[src/rtl/rr_packet_tx.sv]
// rr_packet_tx
//   Buffers RR-period / R-peak-location events from the QRS detection core in
//   a small FIFO and serialises each one into a 7-byte packet on a byte-wide
//   valid/ready stream:
//     A5, rr[15:8], rr[7:0], loc[23:16], loc[15:8], loc[7:0], xor(B1..B5)
//
// Ports
//   i_clk, i_nrst         clock, synchronous active-low reset
//   i_ce                  clock enable; when low all state holds
//   i_rr_period           RR period (DATA_WIDTH bits)
//   i_rr_period_updated   one-cycle strobe: new event present
//   i_r_peak_location     R-peak sample counter (CTR_WIDTH bits)
//   o_tx_data/o_tx_valid  output byte stream, i_tx_ready is the sink's ready
//   o_busy                a packet is in flight
//   o_fifo_level          occupied FIFO entries
//   o_overflow_cnt        dropped events, saturating at 255
module rr_packet_tx #(
    parameter int DATA_WIDTH = 11,
    parameter int CTR_WIDTH  = 22,
    parameter int FIFO_DEPTH = 4
) (
    input  logic                          i_clk,
    input  logic                          i_nrst,
    input  logic                          i_ce,
    input  logic [DATA_WIDTH-1:0]         i_rr_period,
    input  logic                          i_rr_period_updated,
    input  logic [CTR_WIDTH-1:0]          i_r_peak_location,
    output logic [7:0]                    o_tx_data,
    output logic                          o_tx_valid,
    input  logic                          i_tx_ready,
    output logic                          o_busy,
    output logic [$clog2(FIFO_DEPTH):0]   o_fifo_level,
    output logic [7:0]                    o_overflow_cnt
);

    localparam int PTR_W = $clog2(FIFO_DEPTH);
    localparam int LVL_W = PTR_W + 1;
    localparam int EV_W  = DATA_WIDTH + CTR_WIDTH;
    localparam logic [7:0] SYNC_BYTE = 8'hA5;

    typedef enum logic {IDLE = 1'b0, SEND = 1'b1} state_t;

    state_t            state_q, state_d;
    logic [2:0]        idx_q, idx_d;
    logic [7:0]        tx_data_q, tx_data_d;
    // Bytes B1..B6 still to be sent, next one in the top byte.
    logic [47:0]       pkt_q, pkt_d;

    logic [EV_W-1:0]   mem_q [FIFO_DEPTH];
    logic [PTR_W-1:0]  wr_ptr_q, wr_ptr_d;
    logic [PTR_W-1:0]  rd_ptr_q, rd_ptr_d;
    logic [LVL_W-1:0]  level_q, level_d;
    logic [7:0]        ovf_q, ovf_d;

    logic              full, pop, push, xfer;
    logic [EV_W-1:0]   head;
    logic [15:0]       rr16;
    logic [23:0]       loc24;
    logic [7:0]        csum;

    // FIFO control. A full FIFO still accepts a push when the FSM pops in
    // the same cycle, so the push qualifier looks at pop.
    always_comb begin
        full     = (level_q == LVL_W'(FIFO_DEPTH));
        pop      = i_ce && (state_q == IDLE) && (level_q != '0);
        push     = i_ce && i_rr_period_updated && (!full || pop);
        xfer     = i_ce && (state_q == SEND) && i_tx_ready;

        wr_ptr_d = wr_ptr_q;
        rd_ptr_d = rd_ptr_q;
        level_d  = level_q;
        ovf_d    = ovf_q;

        if (push) wr_ptr_d = wr_ptr_q + PTR_W'(1);
        if (pop)  rd_ptr_d = rd_ptr_q + PTR_W'(1);

        case ({push, pop})
            2'b10:   level_d = level_q + LVL_W'(1);
            2'b01:   level_d = level_q - LVL_W'(1);
            default: level_d = level_q;
        endcase

        if (i_ce && i_rr_period_updated && !push && (ovf_q != 8'hFF))
            ovf_d = ovf_q + 8'd1;
    end

    // Zero-extend the head entry to the packet field widths.
    always_comb begin
        head                    = mem_q[rd_ptr_q];
        rr16                    = '0;
        rr16[DATA_WIDTH-1:0]    = head[EV_W-1:CTR_WIDTH];
        loc24                   = '0;
        loc24[CTR_WIDTH-1:0]    = head[CTR_WIDTH-1:0];
        csum = rr16[15:8] ^ rr16[7:0] ^ loc24[23:16] ^ loc24[15:8] ^ loc24[7:0];
    end

    // Packet FSM next-state. tx_data is registered: B0 is loaded on the pop,
    // each later byte is loaded from pkt_q on the transfer of its predecessor.
    always_comb begin
        state_d   = state_q;
        idx_d     = idx_q;
        tx_data_d = tx_data_q;
        pkt_d     = pkt_q;

        case (state_q)
            IDLE: begin
                if (pop) begin
                    state_d   = SEND;
                    idx_d     = 3'd0;
                    tx_data_d = SYNC_BYTE;
                    pkt_d     = {rr16, loc24, csum};
                end
            end
            SEND: begin
                if (xfer) begin
                    if (idx_q == 3'd6) begin
                        state_d   = IDLE;
                        idx_d     = 3'd0;
                        tx_data_d = 8'h00;
                    end else begin
                        idx_d     = idx_q + 3'd1;
                        tx_data_d = pkt_q[47:40];
                        pkt_d     = {pkt_q[39:0], 8'h00};
                    end
                end
            end
            default: state_d = IDLE;
        endcase
    end

    always_ff @(posedge i_clk) begin
        if (!i_nrst) begin
            state_q   <= IDLE;
            idx_q     <= 3'd0;
            tx_data_q <= 8'h00;
            wr_ptr_q  <= '0;
            rd_ptr_q  <= '0;
            level_q   <= '0;
            ovf_q     <= 8'h00;
        end else begin
            state_q   <= state_d;
            idx_q     <= idx_d;
            tx_data_q <= tx_data_d;
            wr_ptr_q  <= wr_ptr_d;
            rd_ptr_q  <= rd_ptr_d;
            level_q   <= level_d;
            ovf_q     <= ovf_d;
        end
    end

    // Data storage needs no reset: entries are only read when level_q says so.
    always_ff @(posedge i_clk) begin
        pkt_q <= pkt_d;
        if (push) mem_q[wr_ptr_q] <= {i_rr_period, i_r_peak_location};
    end

    assign o_tx_data      = tx_data_q;
    assign o_tx_valid     = (state_q == SEND);
    assign o_busy         = (state_q == SEND);
    assign o_fifo_level   = level_q;
    assign o_overflow_cnt = ovf_q;

endmodule

[config.mk]
export PLATFORM = sky130hd
export DESIGN_NAME = rr_packet_tx
export DESIGN_NICKNAME = d
export VERILOG_FILES = /design/src/rtl/rr_packet_tx.sv
export SDC_FILE = /design/constraint.sdc
export NUM_CORES = 1
export LEC_CHECK = 0
export ABC_AREA = 1
export BUFFER_PORTS_ARGS = -buffer_cell sky130_fd_sc_hd__buf_2
export CAP_MARGIN = 20
export CORE_UTILIZATION = 34
export CTS_BUF_LIST = sky130_fd_sc_hd__clkbuf_4
export DETAILED_ROUTE_END_ITERATION = 6
export PLACE_DENSITY = 0.57
export RECOVER_POWER = 50
export SYNTH_ARGS = -nofsm -noshare
export SYNTH_HDL_FRONTEND = slang
export SYNTH_SLANG_ARGS = --single-unit
export TNS_END_PERCENT = 10
[constraint.sdc]
create_clock -name i_clk -period 4.8 [get_ports i_clk]
set_clock_uncertainty 0.1 [all_clocks]
set_input_delay 1.2 -clock i_clk [delete_from_list [all_inputs] [get_ports i_clk]]
set_output_delay 1.2 -clock i_clk [all_outputs]
set_load 0.005 [all_outputs]
== Word-level counts from Yosys, hierarchy flattened ==
Memories as Yosys holds them, arrays and structs flattened. A register that Yosys moved wholly into a read port is not among the register bits.
Cells that the tools add are included.
Word-level totals
  bits in registers: 75
  bits in writable memories: 132
  output and inout port bits: 21
  word-level logic and storage cells: 64
  memories kept: 1
Memory list
  mem_q: depth 4, width 33, read ports 1, clocked after memory_dff 1, write ports 1, line 49  | logic [EV_W-1:0] mem_q [FIFO_DEPTH];
Operators by class
  add/sub/neg operators: 6
  equal/unequal tests: 8
  multiplexer cells: 21
  bitwise gates (word level): 5
  reduce and logical (&&, ||, !) cells: 15
Operators by type and width (count)
  $mux W48: 3
  $pmux W48 S2: 1
  $mux W8: 3
  $pmux W8 S2: 1
  $xor A8 B8 Y8: 2
  $pmux W3 S2: 2
  $mux W3: 3
  $add A8 B1 Y8 const B: 1
  $logic_and A1 B1 Y1: 8
  $ne A8 B8 Y1 const B: 1
  $xor A3 B8 Y8: 1
  $xor A8 B6 Y8: 1
  $add A3 B1 Y3 const B: 2
  $eq A3 B3 Y1 const B: 2
  $mux W1: 5
  $add A2 B1 Y2 const B: 2
  $mux W2: 2
  $ne A2 B2 Y1 const B: 2
  $reduce_and A3 Y1: 1
  $reduce_bool A3 Y1: 1
  $sub A3 B1 Y3 const B: 1
  $eq A2 B1 Y1 const B: 1
  $eq A2 B2 Y1 const B: 1
  $logic_not A1 Y1: 2
  other kinds (6): 6

== Logic depth before layout (Yosys ltp) ==
Gate-level depths: netlist (run 1).
  depth in word-level cells: 8
  gate-level depth with buffers: 13
  depth with buffers taken out: 11

== Worst setup path after synthesis (run 1) ==
OpenSTA, ideal clock, no wires.
  kind: input to register
  start: input i_ce
  end: register pkt_q[0], enable pin
  library setup time: 470 ps
  data arrival time: 3869 ps
  required time: 4230 ps
  setup slack: 362 ps
  stages on the path: 4
  path buffers: 0
  path through: inv_1 -> nor2_1 -> nand2_4 -> a21oi_1
Between the ends
  cells in the longest elaborated chain, start to end: 4
  elaborated cells on any way between the ends: 7
  those cells by class: eq/ne: 2; reduce/logical: 5
RTL lines
  from (decl): line 24  | input logic i_ce,
  $logic_and A1 B1 Y1 (on tied branches) (2 in series): line 65, 67
  $ne A2 B2 Y1 (no line) / $ne A2 B1 Y1 (equally long branches)
  $reduce_and A3 Y1 (no line) (*)
  to (signal assigned): line 153  | pkt_q <= pkt_d;
  to (decl): line 47  | logic [47:0] pkt_q, pkt_d;
Every way passes the cells marked *; elsewhere a longest branch is shown, timed or not.
A chain may end at the register's enable or synchronous reset.

== Worst setup path after layout (run 1) ==
  start: input i_ce
  end: memory mem_q[0][21] (netlist bit), enable pin
Between the ends
  cells in the longest elaborated chain, start to end: 6
  elaborated cells on any way between the ends: 7
  those cells by class: mux: 2; reduce/logical: 5
RTL lines
  $logic_and A1 B1 Y1 (2 in series): line 65  | pop = i_ce && (state_q == IDLE) && (level_q != '0);
  $logic_or A1 B1 Y1: line 66  | push = i_ce && i_rr_period_updated && (!full || pop);
  $logic_and A1 B1 Y1 (*): line 66
  $mux W1 (*): line 154  | if (push) mem_q[wr_ptr_q] <= {i_rr_period, i_r_peak_location};
  $mux W1 (not written as such) (*): line 154
  to (decl): line 49
Marked as above.

==> results.sh, run 1 <==
export IMPL_arrival_ns=3.59
export IMPL_io_buffers=58
export IMPL_routedWlPerCell_um=14.3
export IMPL_grt_util_met1_pct=18.3
export IMPL_ys_seq_area_share_pct=67.7
export IMPL_drt_total_wl_um=18300
export IMPL_final_area_um2=10000
export IMPL_grt_overflow=0
export IMPL_drive_gt1_share_pct=13.8
export IMPL_io_pins=59
export IMPL_slew_viol_final=73
export IMPL_cts_made_buffers=54
export IMPL_clk_pin_slew_ns=0.06
export IMPL_die_y_um=163
export IMPL_min_from="o_tx_data[6]"
export IMPL_holdPathEnd="o_tx_data[6]"
export IMPL_outcome="complete, but fails checks"
export IMPL_netlist_area_um2=8840
export IMPL_yosys_area_top_type="edfxtp_1"
export IMPL_crit_type="input pin to flip-flop"
export IMPL_ctsResizeCount=0
export IMPL_place_area_um2=9430
export IMPL_gp_congestion=0.775
export IMPL_regToRegSetupSlack_ns=1.48
export IMPL_core_um2=25300
export IMPL_first_global_vias=5701
export IMPL_syn_inst=821
export IMPL_grt_max_degree=73
export IMPL_post_cts_setup_buffers=0
export IMPL_hold_viol=0
export IMPL_grt_pass1_wl_um=29300
export IMPL_r2r_start="o_busy"
export IMPL_synthTopCellsByArea="edfxtp_1 61%, nand2_1 12%, dfxtp_1 6.6%, nand3_1 4.9%, o21ai_0 2.5%"
export IMPL_clock_sinks=209
export IMPL_synth_top_area_share_pct=61.2
export IMPL_setup_viol_count_final=0
export IMPL_cts_buffer_depth=3
export IMPL_reg2reg_depth=2
export IMPL_ant_nets=0
export IMPL_hold_class="flip-flop to flip-flop"
export IMPL_dieArea_um2=26600
export IMPL_ir_worst_vdd_mv=0.196
export IMPL_period_needed_ns=3.36
export IMPL_avgSynthCellArea_um2=10.8
export IMPL_htreeDepth=2
export IMPL_ys_ff_latch=209
export IMPL_crit_fanout=22
export IMPL_grt_use_total_pct=14.3
export IMPL_yosys_most_used_dff="edfxtp_1"
export IMPL_min_period_over_period_pct=70.0
export IMPL_row_count=58
export IMPL_synthArstFlopShare_pct=0
export IMPL_final_nets=952
export IMPL_cellPowerDensity_nw_per_um2=439
export IMPL_drc=0
export IMPL_max_freq_mhz=298
export IMPL_cts_hold_buf=0
export IMPL_violations="max-capacitance violations, max-slew violations"
export IMPL_cts_tree="yes"
export IMPL_p_leak_uw=0.00390
export IMPL_antenna_found_initial=1
export IMPL_via_per_inst=4.57
export IMPL_whs_path_depth=2
export IMPL_post_route_util_pct=39.5
export IMPL_grt_met3_usage_pct=3.05
export IMPL_grt_busiest_layer="met2"
export IMPL_areaGrowthSynthToFinish_pct=13.3
export IMPL_die_w_um=163
export IMPL_floorplan_initialDensity_pct=34.9
export IMPL_dr_pass1_iters=4
export IMPL_rsz0062_at_grt="false"
export IMPL_start_kind="input pin"
export IMPL_critical_path_required_ns=5.03
export IMPL_max_slew_margin_rel_pct=-70.9
export IMPL_root_buffer="clkbuf_4"
export IMPL_end_kind="flip-flop"
export IMPL_dpl_hpwl_um=11100
export IMPL_vias=5841
export IMPL_clk_latency_ns=0.69
export IMPL_maxCapViolCount=1
export IMPL_ys_warn_count=0
export IMPL_synth_edf_count=180
export IMPL_ys_types=34
export IMPL_drt_iter0_drc=403
export IMPL_finalSetupTns_ns=0
export IMPL_fill_cells=2473
export IMPL_r2r_end="pkt_q[42]"
export IMPL_grt_use_met2_pct=23.3
export IMPL_worst_pin_slew_ns=2.56
export IMPL_synth_fp_nets=865
[power breakdown]
part / internal (µW) / switching (µW)
clock: 792 / 703
sequential: 2190 / 49.7
combinational: 190 / 467
[worst max-delay path by stage]
stage / endpoint / slack, ns / depth (start not counted) / startpoint
after floorplan: pkt_q[0] / 0.36 / 4 / i_ce
after global placement: mem_q[3][8] / 1.42 / 8 / i_ce
after detailed placement: mem_q[3][6] / 1.39 / 8 / i_ce
after CTS: mem_q[3][27] / 2.07 / 8 / i_ce
after global routing: pkt_q[42] / 1.02 / 2 / o_busy
final: mem_q[0][21] / 1.44 / 8 / i_ce
[cell type report]
| cell class | instances | area [µm²] | share of cell area [%] |
|---|---|---|---|
| tap | 330 | 413 | 4.12 |
| multi-input combinational | 532 | 2450 | 24.5 |
| antenna | 1 | 2.50 | 0.0250 |
| sequential | 209 | 5990 | 59.8 |
| inverter | 44 | 169 | 1.69 |
| clock inverter | 19 | 104 | 1.04 |
| timing repair buffer | 67 | 312 | 3.11 |
| clock buffer | 77 | 578 | 5.77 |
[metal layers]
metal | vias up | wire, µm | share of wire [%]
met3 | 36 | 828 | 4.5
met2 | 126 | 8670 | 47
met1 | 2692 | 8390 | 46
met4 | 0 | 367 | 2.0
li1 | 2987 | - | -
met5 | - | 0 | 0
[cells in the final DEF, fill, tap and decap left out, types with 2 or more instances in the layout]
cell type,synthesis,layout
a211oi_1,2,2
a21oi_1,31,30
buf_2,11,24
buf_4,7,8
clkbuf_1,10,35
clkbuf_4,0,77
clkinv_1,0,15
dfxtp_1,29,28
edfxtp_1,180,180
ha_1,5,5
inv_1,39,41
inv_2,3,2
nand2_1,289,292
nand2_2,5,4
nand3_1,86,87
nand4_1,4,4
nor2_1,39,38
nor2_4,1,3
o21ai_0,44,44
xnor2_1,3,3
xor2_1,7,7
xor2_2,4,4
[Yosys cell counts, types with 2 or more instances]
cell,count
a211oi_1,2
a21oi_1,31
buf_1,2
buf_2,11
buf_4,7
buf_6,6
clkbuf_1,10
dfxtp_1,29
edfxtp_1,180
ha_1,5
inv_1,39
inv_2,3
inv_4,2
nand2_1,289
nand2_2,5
nand2_4,2
nand3_1,86
nand4_1,4
nor2_1,39
o21ai_0,44
xnor2_1,3
xor2_1,7
xor2_2,4
[critical path, stage by stage]
cell      delay [ns]
clkbuf_1        0.14
inv_1           0.06
nor2_1          0.08
nand2_1         0.17
nand3_1         0.16
nand2_1         0.26
nor2_1          1.00
buf_4           0.50
[sequential cells by signal, indices dropped and copies added, names as in the netlist, named ones only]
signal	count
mem_q	132
rd_ptr_q	2
o_busy	1
wr_ptr_q	2
idx_q	3
o_fifo_level	3
pkt_q	48
o_overflow_cnt	8
o_tx_data	8
[logic make-up (layout without fill, tap and decap cells)]
kind of cell               count (synthesis)  in the layout  share of synthesized area [%]
and+or+nand+nor                          430            430                           20.3
adders and majority gates                  6              6                          0.934
DFF                                      209            209                           67.7
other                                      0              1                              0
buffers and inverters                     80            207                           4.42
AOI/OAI and AO/OA                         82             82                           4.90
xor gates and xnor gates                  14             14                           1.73
[metrics by stage]
stage / setup WS [ns] / power (µW) / instances / hold slack, ns
final: 1.44 / 4400 / 1279 / 0.362
after floorplan: 0.362 / 2780 / 821 / 0.336
after global placement: 1.42 / 2950 / 1182 / 0.348
after global routing: 1.02 / 4660 / 1279 / 0.377
after CTS: 2.07 / 4470 / 1278 / 0.360
after detailed placement: 1.39 / 2960 / 1182 / 0.352
Power figures use the tool's default switching activity.
==> run 2: changes to the inputs <==
Clock period 4.8 ns to 3.3 ns, I/O delays scaled along.
==> results.sh, run 2 (synthesis results as in run 1) <==
export IMPL_htreeDepth=2
export IMPL_endpoint="mem_q[0][29]"
export IMPL_ctsResizeCount=0
export IMPL_layout_setup_ws_ns=0.730
export IMPL_setup_worst_path_start="o_busy"
export IMPL_max_flop_register="mem_q"
export IMPL_p_leak_uw=0.00390
export IMPL_dp_cells=1182
export IMPL_rsz0062_at_grt="false"
export IMPL_regToRegSetupSlack_ns=0.73
export IMPL_via_per_inst=4.60
export IMPL_clk_pin_slew_ns=0.06
export IMPL_place_area_um2=9490
export IMPL_dpl_hpwl_um=10300
export IMPL_gp_congestion=0.795
export IMPL_clock_sinks=209
export IMPL_end_kind="flip-flop"
export IMPL_hold_class="input pin to flip-flop"
export IMPL_r2r_end="mem_q[0][29]"
export IMPL_start_kind="flip-flop"
export IMPL_drt_iter0_drc=359
export IMPL_crit_chain="nor2_1 -> nand2_1 -> nand3_1 -> nand2_1 -> nor2_4 -> clkbuf_2"
export IMPL_finalSetupTns_ns=0
export IMPL_io_pins=59
export IMPL_grt_pass1_wl_um=29300
export IMPL_cts_buffer_depth=3
export IMPL_arrival_ns=2.71
export IMPL_areaGrowthSynthToFinish_pct=13.5
export IMPL_final_common_cell="nand2_1"
export IMPL_root_buffer="clkbuf_4"
export IMPL_reg2reg_depth=6
export IMPL_grt_use_total_pct=14.1
export IMPL_finalNonFillerCells=1273
export IMPL_clk_latency_ns=0.66
export IMPL_setup_viol_count_final=0
export IMPL_r2r_start="o_busy"
export IMPL_period_needed_ns=2.57
export IMPL_biggestRegsByFlops="mem_q (132), pkt_q (48)"
export IMPL_outcome="complete, no violations"
export IMPL_crit_fanout=33
export IMPL_critical_path_required_ns=3.44
export IMPL_cts_made_buffers=52
export IMPL_crit_type="flip-flop to flip-flop"
export IMPL_min_period_over_period_pct=77.9
export IMPL_cellPowerDensity_nw_per_um2=635
export IMPL_worst_pin_slew_ns=1.21
export IMPL_largest_reg_flops=132
export IMPL_grt_overflow=0
export IMPL_first_global_vias=5758
export IMPL_ant_nets=0
export IMPL_layout_common_cells="292 x nand2_1, 180 x edfxtp_1, 87 x nand3_1, 78 x clkbuf_4, 44 x o21ai_0"
export IMPL_max_freq_mhz=389
export IMPL_slew_viol_final=0
export IMPL_antenna_found_initial=1
export IMPL_drive_gt1_share_pct=13.9
export IMPL_dieArea_um2=26600
export IMPL_cp_slowest_cell="clkbuf_2"
export IMPL_hold_viol=0
export IMPL_core_um2=25300
export IMPL_grt_max_degree=73
export IMPL_drt_total_wl_um=18100
export IMPL_die_w_um=163
export IMPL_die_y_um=163
export IMPL_slowest_delay_ns=0.79
export IMPL_io_buffers=58
export IMPL_routedWlPerCell_um=14.2
export IMPL_max_slew_margin_rel_pct=19.5
export IMPL_ir_worst_vdd_mv=0.346
export IMPL_post_cts_setup_buffers=0
export IMPL_maxCapViolCount=0
export IMPL_dpl_worst_slack_ns=0.799
export IMPL_fill_cells=2486
export IMPL_drc=0
export IMPL_final_nets=950
export IMPL_final_area_um2=10000
export IMPL_row_count=58
export IMPL_dr_pass1_iters=5
export IMPL_post_route_util_pct=39.6
export IMPL_floorplan_initialDensity_pct=34.9
export IMPL_cts_hold_buf=0
export IMPL_cts_tree="yes"
export IMPL_crit_path_frequent_cell="nand2_1"
export IMPL_vias=5854
run 2: cell types whose count changed in the layout (fill, tap and decap cells not counted), moves of 2 or more:
cell,before,now
buf_4,8,3
clkbuf_2,0,2
clkbuf_1,35,33
buf_12,0,4
clkinv_1,15,10
nor2_1,38,40
run 2: report_power, final:
| part | leakage, µW | switching, µW | internal [µW] |
|---|---|---|---|
| sequential | 0.00189 | 72.8 | 3190 |
| clock | 0.000393 | 994 | 1150 |
| combinational | 0.00162 | 676 | 286 |
run 2: layer usage:
layer  track usage [%]  routed length, µm  up-vias
li1                  -                  -     2982
met1              18.4               8440     2665
met2              22.7               8250      162
met3              3.22               1040       45
met4              5.44                388        0
met5                 0                  0        -
run 2: cell type report:
type	count	area, µm²	area share [%]
sequential	209	5990	59.7
multi-input combinational	532	2440	24.3
clock buffer	78	586	5.84
tap	330	413	4.12
timing repair buffer	67	362	3.60
inverter	44	169	1.68
clock inverter	12	76.3	0.761
antenna	1	2.50	0.0249
run 2: worst min-delay path by stage:
stage          slack [ns]            to  depth (start not counted)                   from
3_5_place_dp         0.35  o_tx_data[3]                          2           o_tx_data[3]
6_report             0.33   mem_q[3][6]                          1   i_r_peak_location[6]
5_1_grt              0.28   mem_q[3][6]                          1   i_r_peak_location[6]
2_1_floorplan        0.34     flip-flop                          2            rd_ptr_q[1]
4_1_cts              0.21  mem_q[3][11]                          1  i_r_peak_location[11]
3_3_place_gp         0.34  o_tx_data[4]                          2           o_tx_data[4]
run 2: through the flow:
step,hold slack [ns],total power [µW]
2_1_floorplan,0.336,4030
3_3_place_gp,0.344,4300
3_5_place_dp,0.354,4320
4_1_cts,0.207,6510
5_1_grt,0.280,6760
6_report,0.328,6370
run 2: worst max-delay path, delay by kind of cell (launching register included):
| family | cells | cell delay [ns] |
|---|---|---|
| and+or+nand+nor | 5 | 0.88 |
| DFF | 1 | 0.38 |
| buffers and inverters | 1 | 0.79 |
==> run 3: changes to the inputs <==
Clock period 3.3 ns to 2.57 ns, I/O delays scaled along.
==> results.sh, run 3 (synthesis results as in run 1) <==
export IMPL_cellPowerDensity_nw_per_um2=804
export IMPL_areaGrowthSynthToFinish_pct=14.8
export IMPL_drt_total_wl_um=18200
export IMPL_drc=0
export IMPL_setup_viol_count_final=0
export IMPL_finalPower_uw=8160
export IMPL_row_count=58
export IMPL_core_um2=25300
export IMPL_dieArea_um2=26600
export IMPL_drive_gt1_share_pct=14.9
export IMPL_routedWlPerCell_um=14.3
export IMPL_slowest_delay_ns=0.89
export IMPL_cts_made_buffers=54
export IMPL_floorplan_initialDensity_pct=34.9
export IMPL_vias=5838
export IMPL_layout_common_cells="292 x nand2_1, 180 x edfxtp_1, 87 x nand3_1, 81 x clkbuf_4, 44 x o21ai_0"
export IMPL_final_nets=958
export IMPL_clk_pin_slew_ns=0.06
export IMPL_antenna_found_initial=1
export IMPL_grt_pass1_wl_um=29300
export IMPL_first_global_vias=5756
export IMPL_root_buffer="clkbuf_4"
export IMPL_dpl_worst_slack_ns=0.214
export IMPL_final_common_cell="nand2_1"
export IMPL_min_period_over_period_pct=82.9
export IMPL_htreeDepth=2
export IMPL_cts_tree="yes"
export IMPL_max_flop_register="mem_q"
export IMPL_clk_latency_ns=0.67
export IMPL_cts_buffer_depth=3
export IMPL_max_freq_mhz=470
export IMPL_post_cts_setup_buffers=0
export IMPL_via_per_inst=4.58
export IMPL_path_delay_family="buffers and inverters"
export IMPL_rsz0062_at_grt="false"
export IMPL_max_slew_margin_rel_pct=21.4
export IMPL_cts_hold_buf=0
export IMPL_p_leak_uw=0.00395
export IMPL_outcome="complete, no violations"
export IMPL_reg2reg_depth=2
export IMPL_io_buffers=58
export IMPL_critical_path_required_ns=2.75
export IMPL_gp_congestion=0.803
export IMPL_layout_setup_ws_ns=0.440
export IMPL_r2r_start="o_busy"
export IMPL_die_w_um=163
export IMPL_crit_fanout=72
export IMPL_die_y_um=163
export IMPL_crit_type="flip-flop to flip-flop"
export IMPL_dr_pass1_iters=4
export IMPL_period_needed_ns=2.13
export IMPL_end_kind="flip-flop"
export IMPL_crit_chain="clkbuf_2 -> o21ai_0"
export IMPL_biggestRegsByFlops="mem_q (132), pkt_q (48)"
export IMPL_ctsResizeCount=0
export IMPL_slew_viol_final=0
export IMPL_clock_sinks=209
export IMPL_arrival_ns=2.31
export IMPL_ir_worst_vdd_mv=0.371
export IMPL_r2r_end="pkt_q[41]"
export IMPL_start_kind="flip-flop"
export IMPL_whs_path_depth=1
export IMPL_drt_iter0_drc=261
export IMPL_io_pins=59
export IMPL_dp_cells=1188
export IMPL_crit_buf_inv=1
export IMPL_finalNonFillerCells=1276
export IMPL_worst_pin_slew_ns=1.18
export IMPL_cp_slowest_cell="clkbuf_2"
export IMPL_grt_max_degree=73
export IMPL_largest_reg_flops=132
export IMPL_hold_viol=0
export IMPL_grt_overflow=0
export IMPL_grt_use_total_pct=14.2
export IMPL_dpl_hpwl_um=11300
export IMPL_regToRegSetupSlack_ns=0.44
export IMPL_holdPathEnd="mem_q[1][4]"
export IMPL_ant_nets=0
export IMPL_hold_class="input pin to flip-flop"
export IMPL_maxCapViolCount=0
export IMPL_min_from="i_r_peak_location[4]"
## run 3: changes by cell type in the layout (fill, tap and decap cells not counted), moves of 2 or more
cell / previous run / this run
buf_4: 3 / 5
nor2_1: 40 / 37
buf_12: 4 / 9
nor2_4: 2 / 4
clkbuf_4: 78 / 81
clkinv_1: 10 / 5
## run 3: worst max-delay path by stage
| stage | from | end | slack [ns] | depth (start not counted) |
|---|---|---|---|---|
| floorplan | i_ce | mem_q[0][0] | -0.49 | 6 |
| global placement | i_ce | o_fifo_level[2] | 0.28 | 11 |
| detailed placement | i_ce | o_fifo_level[2] | 0.21 | 11 |
| CTS | o_overflow_cnt[2] | o_overflow_cnt[2] | 0.49 | 1 |
| global route | o_busy | pkt_q[41] | 0.23 | 2 |
| finish | o_busy | pkt_q[41] | 0.44 | 2 |
## run 3: cell type report
class	count	area, µm²
Sequential cell	209	5990
Timing Repair Buffer	73	470
Clock inverter	6	27.5
Fill cell	2500	15200
Multi-Input combinational cell	532	2470
Antenna cell	1	2.50
Clock buffer	81	608
Inverter	44	169
Tap cell	330	413
## run 3: through the flow
step / hold WS, ns / TNS, ns / util, % / instance area, µm²
2_1_floorplan: 0.336 / -85.36 / - / 8840
3_3_place_gp: 0.345 / 0 / 37.9 / 9590
3_5_place_dp: 0.352 / 0 / 37.9 / 9590
4_1_cts: 0.0401 / 0 / 40.4 / 10200
5_1_grt: 0.0924 / 0 / 40.1 / 10100
6_report: 0.145 / 0 / 40.1 / 10100
## run 3: power breakdown
| group | internal (µW) | switching [µW] | leakage [µW] |
|---|---|---|---|
| registers | 4100 | 95.7 | 0.00189 |
| logic | 399 | 879 | 0.00168 |
| clock network | 1420 | 1270 | 0.000385 |
| total | 5910 | 2250 | 0.00395 |
## run 3: worst register-to-register path, cell delays in order, from the launching register on
cell and delay (ns):
dfxtp_2 0.37, clkbuf_2 0.89, o21ai_0 0.37
## run 3: layer usage
| layer | routed length, µm | global-route usage [%] | share of wire [%] |
|---|---|---|---|
| met1 | 8160 | 18.3 | 45 |
| met2 | 8600 | 23.3 | 47 |
| met3 | 1230 | 3.53 | 6.7 |
| met4 | 263 | 4.84 | 1.4 |
| met5 | 0 | 0 | 0 |
